**src/rtl/usb_crc_pkg.sv**
```systemverilog
// Shared types for the CRC5 transmit path.
// Contents:
//   state_e       - scheduler FSM states (IDLE, LOAD, BUSY, GAP)
//   owner_e       - packet source that owns the encoder (OWN_TOK, OWN_DATA)
//   PKT_W_DEFAULT - default packet vector width, matches the encoder input
package usb_crc_pkg;

    localparam int unsigned PKT_W_DEFAULT = 100;

    typedef enum logic [1:0] {
        IDLE = 2'd0,
        LOAD = 2'd1,
        BUSY = 2'd2,
        GAP  = 2'd3
    } state_e;

    typedef enum logic {
        OWN_TOK  = 1'b0,
        OWN_DATA = 1'b1
    } owner_e;

endpackage

```
**src/rtl/crc_rr_arbiter2.sv**
```systemverilog
// Two-way round-robin arbiter.
// Ports:
//   clock   - clock, state on posedge
//   reset_n - asynchronous active-low reset
//   req     - request vector, index 0 = token source, index 1 = data source
//   update  - advance the pointer to the current grant
//   grant   - one-hot grant, combinational from req and the pointer
module crc_rr_arbiter2 (
    input  logic       clock,
    input  logic       reset_n,
    input  logic [1:0] req,
    input  logic       update,
    output logic [1:0] grant
);

    // Index granted most recently. Resetting it to 1 makes index 0 win the first tie.
    logic last_q;

    always_comb begin
        grant = 2'b00;
        case (req)
            2'b01:   grant = 2'b01;
            2'b10:   grant = 2'b10;
            2'b11:   grant = last_q ? 2'b01 : 2'b10;
            default: grant = 2'b00;
        endcase
    end

    always_ff @(posedge clock or negedge reset_n) begin
        if (!reset_n) begin
            last_q <= 1'b1;
        end else if (update && (|grant)) begin
            last_q <= grant[1];
        end
    end

endmodule

```
**src/rtl/crc_tx_scheduler.sv**
```systemverilog
// Shares one CRC5 transmit encoder between the token source and the data source.
// Ports:
//   clock, reset_n          - clock (posedge) and asynchronous active-low reset
//   tok_req/tok_pkt/tok_len - token source request, packet and length in bits
//   data_req/data_pkt/...   - data source request, packet and length in bits
//   tok_ack, data_ack       - combinational accept pulse, packet captured at the edge
//   tok_done, data_done     - registered pulse, encoder finished that owner's packet
//   err_len                 - combinational pulse with the ack when the length is invalid
//   err_timeout             - registered pulse, encoder never reported done
//   enc_pkt_ready           - one-cycle launch pulse to the encoder
//   enc_pkt_in, enc_pkt_len - captured packet and length, held until the next capture
//   enc_done                - encoder pulse, last CRC bit accepted downstream
module crc_tx_scheduler
    import usb_crc_pkg::*;
#(
    parameter int unsigned PKT_W      = PKT_W_DEFAULT,
    parameter int unsigned TIMEOUT    = 1024,
    parameter int unsigned GAP_CYCLES = 2
) (
    input  logic             clock,
    input  logic             reset_n,
    input  logic             tok_req,
    input  logic [PKT_W-1:0] tok_pkt,
    input  logic [31:0]      tok_len,
    input  logic             data_req,
    input  logic [PKT_W-1:0] data_pkt,
    input  logic [31:0]      data_len,
    output logic             tok_ack,
    output logic             data_ack,
    output logic             tok_done,
    output logic             data_done,
    output logic             err_len,
    output logic             err_timeout,
    output logic             enc_pkt_ready,
    output logic [PKT_W-1:0] enc_pkt_in,
    output logic [31:0]      enc_pkt_len,
    input  logic             enc_done
);

    localparam int unsigned WD_W  = $clog2(TIMEOUT);
    localparam int unsigned GAP_W = (GAP_CYCLES > 1) ? $clog2(GAP_CYCLES) : 1;
    localparam logic [WD_W-1:0]  WD_LAST  = WD_W'(TIMEOUT - 1);
    localparam logic [GAP_W-1:0] GAP_LAST = GAP_W'((GAP_CYCLES > 0) ? GAP_CYCLES - 1 : 0);

    state_e           state_q, state_d;
    owner_e           owner_q;
    logic [PKT_W-1:0] pkt_q;
    logic [31:0]      len_q;
    logic [WD_W-1:0]  wd_q, wd_d;
    logic [GAP_W-1:0] gap_q, gap_d;
    logic             tok_done_q, data_done_q, err_timeout_q;

    logic [1:0]  arb_req;
    logic [1:0]  grant;
    logic        granted;
    logic [31:0] sel_len;
    logic        len_ok;
    logic        finish_ok;
    logic        finish_to;

    // Arbitrate only in IDLE; the reset_n term keeps the combinational acks low
    // while reset is held, so every output reads 0 during reset.
    assign arb_req = (state_q == IDLE && reset_n) ? {data_req, tok_req} : 2'b00;

    crc_rr_arbiter2 u_arb (
        .clock   (clock),
        .reset_n (reset_n),
        .req     (arb_req),
        .update  (granted),
        .grant   (grant)
    );

    assign granted = |grant;
    assign sel_len = grant[1] ? data_len : tok_len;
    assign len_ok  = (sel_len != 32'd0) && (sel_len <= 32'(PKT_W));

    assign tok_ack       = grant[0];
    assign data_ack      = grant[1];
    assign err_len       = granted && !len_ok;
    assign enc_pkt_ready = (state_q == LOAD);
    assign enc_pkt_in    = pkt_q;
    assign enc_pkt_len   = len_q;
    assign tok_done      = tok_done_q;
    assign data_done     = data_done_q;
    assign err_timeout   = err_timeout_q;

    always_comb begin
        state_d   = state_q;
        wd_d      = wd_q;
        gap_d     = gap_q;
        finish_ok = 1'b0;
        finish_to = 1'b0;
        unique case (state_q)
            IDLE: begin
                if (granted && len_ok) state_d = LOAD;
            end
            LOAD: begin
                state_d = BUSY;
                wd_d    = '0;
            end
            BUSY: begin
                wd_d = wd_q + 1'b1;
                // enc_done takes priority over the watchdog in its final cycle
                if (enc_done) begin
                    finish_ok = 1'b1;
                end else if (wd_q == WD_LAST) begin
                    finish_to = 1'b1;
                end
                if (finish_ok || finish_to) begin
                    gap_d   = '0;
                    state_d = (GAP_CYCLES == 0) ? IDLE : GAP;
                end
            end
            GAP: begin
                if (gap_q == GAP_LAST) begin
                    state_d = IDLE;
                end else begin
                    gap_d = gap_q + 1'b1;
                end
            end
            default: state_d = IDLE;
        endcase
    end

    always_ff @(posedge clock or negedge reset_n) begin
        if (!reset_n) begin
            state_q       <= IDLE;
            owner_q       <= OWN_TOK;
            pkt_q         <= '0;
            len_q         <= '0;
            wd_q          <= '0;
            gap_q         <= '0;
            tok_done_q    <= 1'b0;
            data_done_q   <= 1'b0;
            err_timeout_q <= 1'b0;
        end else begin
            state_q       <= state_d;
            wd_q          <= wd_d;
            gap_q         <= gap_d;
            tok_done_q    <= finish_ok && (owner_q == OWN_TOK);
            data_done_q   <= finish_ok && (owner_q == OWN_DATA);
            err_timeout_q <= finish_to;
            // Every grant is captured, including ones rejected for length.
            if (granted) begin
                pkt_q   <= grant[1] ? data_pkt : tok_pkt;
                len_q   <= sel_len;
                owner_q <= grant[1] ? OWN_DATA : OWN_TOK;
            end
        end
    end

endmodule

```
**config.mk**
```make
export PLATFORM = sky130hd
export DESIGN_NAME = crc_tx_scheduler
export DESIGN_NICKNAME = d
export VERILOG_FILES = /design/src/rtl/usb_crc_pkg.sv /design/src/rtl/crc_rr_arbiter2.sv /design/src/rtl/crc_tx_scheduler.sv
export SDC_FILE = /design/constraint.sdc
export NUM_CORES = 1
export LEC_CHECK = 0
export CORE_AREA = 2 2 158 160
export DETAILED_ROUTE_END_ITERATION = 8
export DIE_AREA = 0 0 160 162
export DONT_BUFFER_PORTS = 1
export GPL_ROUTABILITY_DRIVEN = 0
export PLACE_DENSITY = 0.43
export SYNTH_ARGS = -nofsm -noshare
export SYNTH_HDL_FRONTEND = slang
export SYNTH_SLANG_ARGS = --single-unit
```
**constraint.sdc**
```tcl
create_clock -name clock -period 5.55 [get_ports clock]
set_clock_uncertainty 0.2 [all_clocks]
set_input_delay 1.11 -clock clock [delete_from_list [all_inputs] [get_ports clock]]
set_output_delay 1.11 -clock clock [all_outputs]
set_load 0.02 [all_outputs]
```
==> results.yml, run 1 <==
synthesis:
  synth_edf_count: 0
  synthFlopType: "dfrtp_1"
  synth-xor-area-share_pct: 0.247
  synth_cells: 858
  syn_nets: 1133
  synthSimpleGateAreaFrac_pct: 26.3
  ys_async_sr_fraction_pct: 100
  synth_compound_area_share_pct: 14.8
  ys_types: 41
  yosysSeqAreaShare_pct: 53.0
  synthAdderAreaFrac_pct: 1.06
  synth_mux_area_share_pct: 0.565
  synth_warnings: 0
  syn_area_per_cell_um2: 8.25
  ys_seq_elements: 150
  synth_top_family_by_area: "simple AND/OR/NAND/NOR gates"
  syn_area_um2: 7080
floorplan:
  coreArea_um2: 24100
  die_x_um: 160
  start_util_pct: 29.4
  io_pins: 408
  die_area_um2: 25900
  die_y_um: 162
  placementRows: 57
timing:
  max_clock_freq_mhz: 246
  final.setup.tns_ns: 0
  slew_violations: 0
  rsz0062_at_grt: "false"
  period_minus_slack_ns: 4.06
  setup_viol: 0
  timing.slew.headroom_pct: 34.4
  period_share_pct: 73.2
  finalHoldViolations: 0
  worst-slew-pin-transition_ns: 0.985
final_layout:
  syn_to_final_growth_pct: 11.8
  fin_util_pct: 32.9
  fin_area_um2: 7920
  drive_gt1_share_pct: 5.39
  nNetsFinal: 1097
grt:
  grt_pass1_vias: 6127
  grt_max_degree: 155
  grt_pass1_wl_um: 36800
  overflow: 0
  antenna_found_initial: 2
  grt_usage_pct: 18.4
pwr:
  power_uw: 4920
  irDropWorstVdd_v: 0.000231
  power_density_nw_per_um2: 621
  leakagePower_uw: 0.00328
routing:
  post-route-drc-count: 0
  dr.pass1.iters: 5
  dr.first_iter.drc_count: 430
  antenna_left: 0
  routedWlPerCell_um: 20.9
  drt-total-wl_um: 24200
  vias: 6033
  vias_per_cell: 5.20
place:
  place_hpwl_um: 17600
  io_buffers: 0
  place_area_um2: 7300
clock_tree:
  cts_tree: "yes"
  cts-resized-gates: 0
  worstSkewPairLatency_ns: 0.42
  postCtsSetupRepairBufs: 0
  clock_path_buffers: 2
  cts.sinks: 150
  cts-root-buf: "clkbuf_16"
  clk_pin_slew_ns: 0.07
  numCtsBuffers: 17
  htreeDepth: 4
  hold_buffers: 0
worst_setup_path:
  crit_path_end_kind: "output port"
  cp.required_ns: 4.24
  rrSetupSlack_ns: 2.43
  cp-start-kind: "flip-flop"
  path_max_fanout: 45
  arrival_ns: 2.75
  crit_type: "reg -> out"
outcome:
  outcome: "completed"
run:
  maxCapViolCount: 0
min_path:
  hold_path.class: "in -> async"
## per-layer routing
metal | vias up | GRT usage, % | share of wire (%)
met5 | - | 0 | 0.066
met4 | 2 | 5.86 | 2.0
met3 | 26 | 6.49 | 8.8
met2 | 270 | 31.0 | 50
met1 | 2893 | 22.1 | 39
li1 | 2842 | - | -
## cells by family after synthesis
logic type / Yosys count
buffers and inverters: 69
DFF: 150
muxes: 4
adders and majority gates: 6
AOI/OAI and AO/OA: 160
and+or+nand+nor: 467
xor gates and xnor gates: 2
## final timing paths
kind,from,end,cells after the start
worst max-delay path,state_q[0],err_len,8
worst min-delay path,reset_n,enc_pkt_in[48],0
worst max register to register,state_q[0],enc_pkt_in[31],8
worst min register to register,owner_q,tok_done,1
max in group asynchronous,reset_n,u_arb.last_q,0
min in group clock,owner_q,tok_done,1
## area by class of cell
| class | count | area [um^2] |
|---|---|---|
| repair buffers | 6 | 57.6 |
| diodes | 1 | 2.50 |
| fillers | 2625 | 16200 |
| multi-input cells | 639 | 3050 |
| flip-flops and latches | 150 | 3750 |
| clock buffers | 20 | 447 |
| inverters | 8 | 32.5 |
| well taps | 324 | 405 |
| clock inverters | 12 | 166 |
## synthesized netlist by cell type, types with 3 or more instances
| library cell | count | area share [%] |
|---|---|---|
| o31ai_1 | 5 | 0.53 |
| nor2_1 | 142 | 7.5 |
| nor3_1 | 3 | 0.21 |
| nand2_1 | 282 | 15 |
| buf_1 | 3 | 0.16 |
| ha_1 | 6 | 1.1 |
| buf_2 | 9 | 0.64 |
| inv_1 | 7 | 0.37 |
| clkbuf_1 | 47 | 2.5 |
| mux2i_1 | 4 | 0.57 |
| a31oi_1 | 133 | 12 |
| and3_1 | 3 | 0.27 |
| o21ai_0 | 9 | 0.64 |
| nor4_1 | 13 | 1.1 |
| dfrtp_1 | 149 | 53 |
| nand4_1 | 3 | 0.27 |
| nand3_1 | 9 | 0.64 |
## placed cells by master (no fill, tap or decap), drive strengths merged, types with 3 or more instances in the layout
| cell | n |
|---|---|
| o21ai | 9 |
| clkbuf | 20 |
| nand3 | 10 |
| nand4 | 3 |
| o31ai | 5 |
| nor4 | 13 |
| dfrtp | 149 |
| buf | 6 |
| ha | 6 |
| mux2i | 4 |
| nor3 | 3 |
| nand2 | 283 |
| a31oi | 133 |
| bufinv | 3 |
| inv | 13 |
| and3 | 3 |
| clkinv | 3 |
| nor2 | 142 |
## critical path, cell delays in order (launching register included)
cell and delay (ns):
dfrtp_1 0.40, inv_1 0.12, ha_1 0.35, nand3_2 0.13, nand2b_4 0.39, inv_4 0.19, mux2i_1 0.35, nor2_1 0.07
nor2_1 0.33
## power by group
part | leakage, uW | total, uW | internal, uW | switching (uW)
Clock | 0.000298 | 1220 | 731 | 493
Combinational | 0.00129 | 1070 | 427 | 642
Sequential | 0.00170 | 2620 | 1600 | 1030
## flip-flops by register name, summed over array words and instances, names as in the netlist
| name | flops |
|---|---|
| gap_q | 1 |
| tok_done | 1 |
| enc_pkt_in | 100 |
| data_done | 1 |
| err_timeout | 1 |
| state_q | 2 |
| u_arb.last_q | 1 |
| wd_q | 10 |
| owner_q | 1 |
| enc_pkt_len | 32 |
## metrics by stage
step	cells	hold slack, ns	setup slack, ns
after global placement	1127	0.244	1.68
after global routing	1160	0.150	1.20
after CTS	1159	0.161	1.44
after floorplan	858	0.216	1.90
final	1160	0.188	1.49
after detailed placement	1127	0.249	1.64
No activity file was read; power rests on OpenSTA's default activity.
==> run 2: changes to the inputs <==
Settings changed: PLACE_DENSITY 0.43 to 0.44.
Clock period 5.55 ns to 3.5 ns, I/O delays scaled along.
==> results.yml, run 2 (synthesized netlist as in run 1, its figures left out) <==
outcome:
  outcome: "complete, but fails checks"
  violations: "negative hold slack"
worst_setup_path:
  crit_chain: "inv_1, ha_2, nand3_2, nand2b_4, inv_4, mux2i_1, nor2_1, nor2_1, buf_4"
  slowest_stage: "dfrtp_1"
  reg2reg_from: "state_q[0]"
  crit_path_end_kind: "output port"
  worst-path-buf-inv: 3
  crit_type: "reg -> out"
  path_max_fanout: 8
  cp.required_ns: 2.60
  arrival_ns: 2.34
  cp-start-kind: "flip-flop"
  cp_top_family: "simple AND/OR/NAND/NOR gates"
  startpoint: "state_q[0]"
  cpPeakStageDelay_ns: 0.40
  crit_top_cell: "nor2_1"
floorplan:
  die_area_um2: 25900
  die_x_um: 160
  start_util_pct: 29.4
  placementRows: 57
  die_y_um: 162
  io_pins: 408
  coreArea_um2: 24100
final_layout:
  final_cell_mix: "nand2_1 (282), dfrtp_1 (149), nor2_1 (142)"
  nNetsFinal: 1103
  fin_util_pct: 33.3
  layout_commonest_cell: "nand2_1"
  fill_cells: 2585
  syn_to_final_growth_pct: 13.5
  fin_cells: 1166
  drive_gt1_share_pct: 6.18
  largest_reg_flops: 100
clock_tree:
  numCtsBuffers: 17
  worstSkewPairLatency_ns: 0.41
  cts.sinks: 150
  htreeDepth: 4
  cts_tree: "yes"
  cts-root-buf: "clkbuf_16"
  clk_pin_slew_ns: 0.07
  clock_path_buffers: 2
  postCtsSetupRepairBufs: 0
grt:
  grt_pass1_vias: 6039
  grt_pass1_wl_um: 36500
  grt_max_degree: 155
  grt_usage_pct: 18.2
  overflow: 0
  antenna_found_initial: 1
pwr:
  power_density_nw_per_um2: 985
  leakagePower_uw: 0.00332
  irDropWorstVdd_v: 0.000345
timing:
  timing.slew.headroom_pct: 44.2
  worst-slew-pin-transition_ns: 0.838
  slew_violations: 0
  rsz0062_at_grt: "false"
  period_share_pct: 92.5
  max_clock_freq_mhz: 309
  hold_slack_ns: -0.229
  finalHoldViolations: 149
  setup_viol: 0
  period_minus_slack_ns: 3.24
  final.setup.tns_ns: 0
place:
  place_hpwl_um: 17500
  io_buffers: 0
  dp_cells: 1133
min_path:
  hold_path.class: "in -> async"
routing:
  antenna_left: 0
  dr.first_iter.drc_count: 399
  m1WireLength_um: 9410
  wl_met2_um: 12000
  routedWlPerCell_um: 20.6
  wl_met3_um: 2170
  drt-total-wl_um: 24000
  dr.pass1.iters: 5
  post-route-drc-count: 0
  vias_per_cell: 5.18
  vias: 6037
  top_layer: "met4"
run:
  maxCapViolCount: 0
==> run 2: changes by cell type in the layout (fill, tap and decap cells not counted) <==
| cell | change |
|---|---|
| ha_1 | -1 |
| ha_2 | +1 |
| bufinv_16 | +1 |
| clkinvlp_4 | +2 |
| clkinv_4 | -1 |
| buf_4 | +2 |
| clkinv_2 | -1 |
| buf_12 | +4 |
| clkbuf_8 | -1 |
==> run 2: worst register-to-register path, stage by stage (launching register included) <==
cell	delay, ns
dfrtp_1	0.40
inv_1	0.13
ha_2	0.29
nand3_2	0.10
nand2b_4	0.19
inv_4	0.10
buf_12	0.39
nand2_1	0.44
a31oi_1	0.20
==> run 2: power by group <==
group | switching, uW | internal [uW]
registers | 1620 | 2530
clock network | 787 | 1210
logic | 1030 | 725
total | 3440 | 4470
==> run 2: per-layer routing <==
metal  up-vias  GRT usage, %
li1       2857             -
met1      2861          21.3
met2       294          31.1
met3        25          6.51
met4         0          5.98
met5         -             0
==> run 2: path summary, 6_finish.rpt <==
| check | slack (ns) | cells past startpoint | to |
|---|---|---|---|
| setup / recovery | 0.26 | 9 | err_len |
| hold / removal | -0.23 | 0 | enc_pkt_in[39] |
| setup reg to reg | 0.99 | 8 | enc_pkt_len[14] |
| hold reg to reg | 0.26 | 1 | tok_done |
| max in group asynchronous | 3.05 | 0 | u_arb.last_q |
| min in group clock | 0.16 | 1 | err_timeout |
==> run 2: layout make-up <==
cell class,instances,area (um^2),area share [%]
Sequential cell,150,3750,46.7
Clock buffer,19,433,5.39
Inverter,8,32.5,0.405
Tap cell,324,405,5.05
Timing Repair Buffer,12,153,1.90
Clock inverter,13,198,2.46
Antenna cell,1,2.50,0.0311
Multi-Input combinational cell,639,3060,38.0
==> run 2: stage by stage <==
step	hold slack, ns	setup slack (ns)	power (uW)	area, um^2
2_1_floorplan	0.204	0.668	5350	7080
3_3_place_gp	0.209	0.556	5970	7400
3_5_place_dp	0.210	0.531	5990	7400
4_1_cts	-0.252	0.129	8020	8030
5_1_grt	-0.264	0.0294	8440	8030
6_report	-0.229	0.263	7910	8030
==> run 2: repair_timing <==
action / in CTS / in global routing
hold endpoints to repair: 150 / 149
gates resized for setup: 0 / 1
endpoints found under the setup margin: 0 / 1
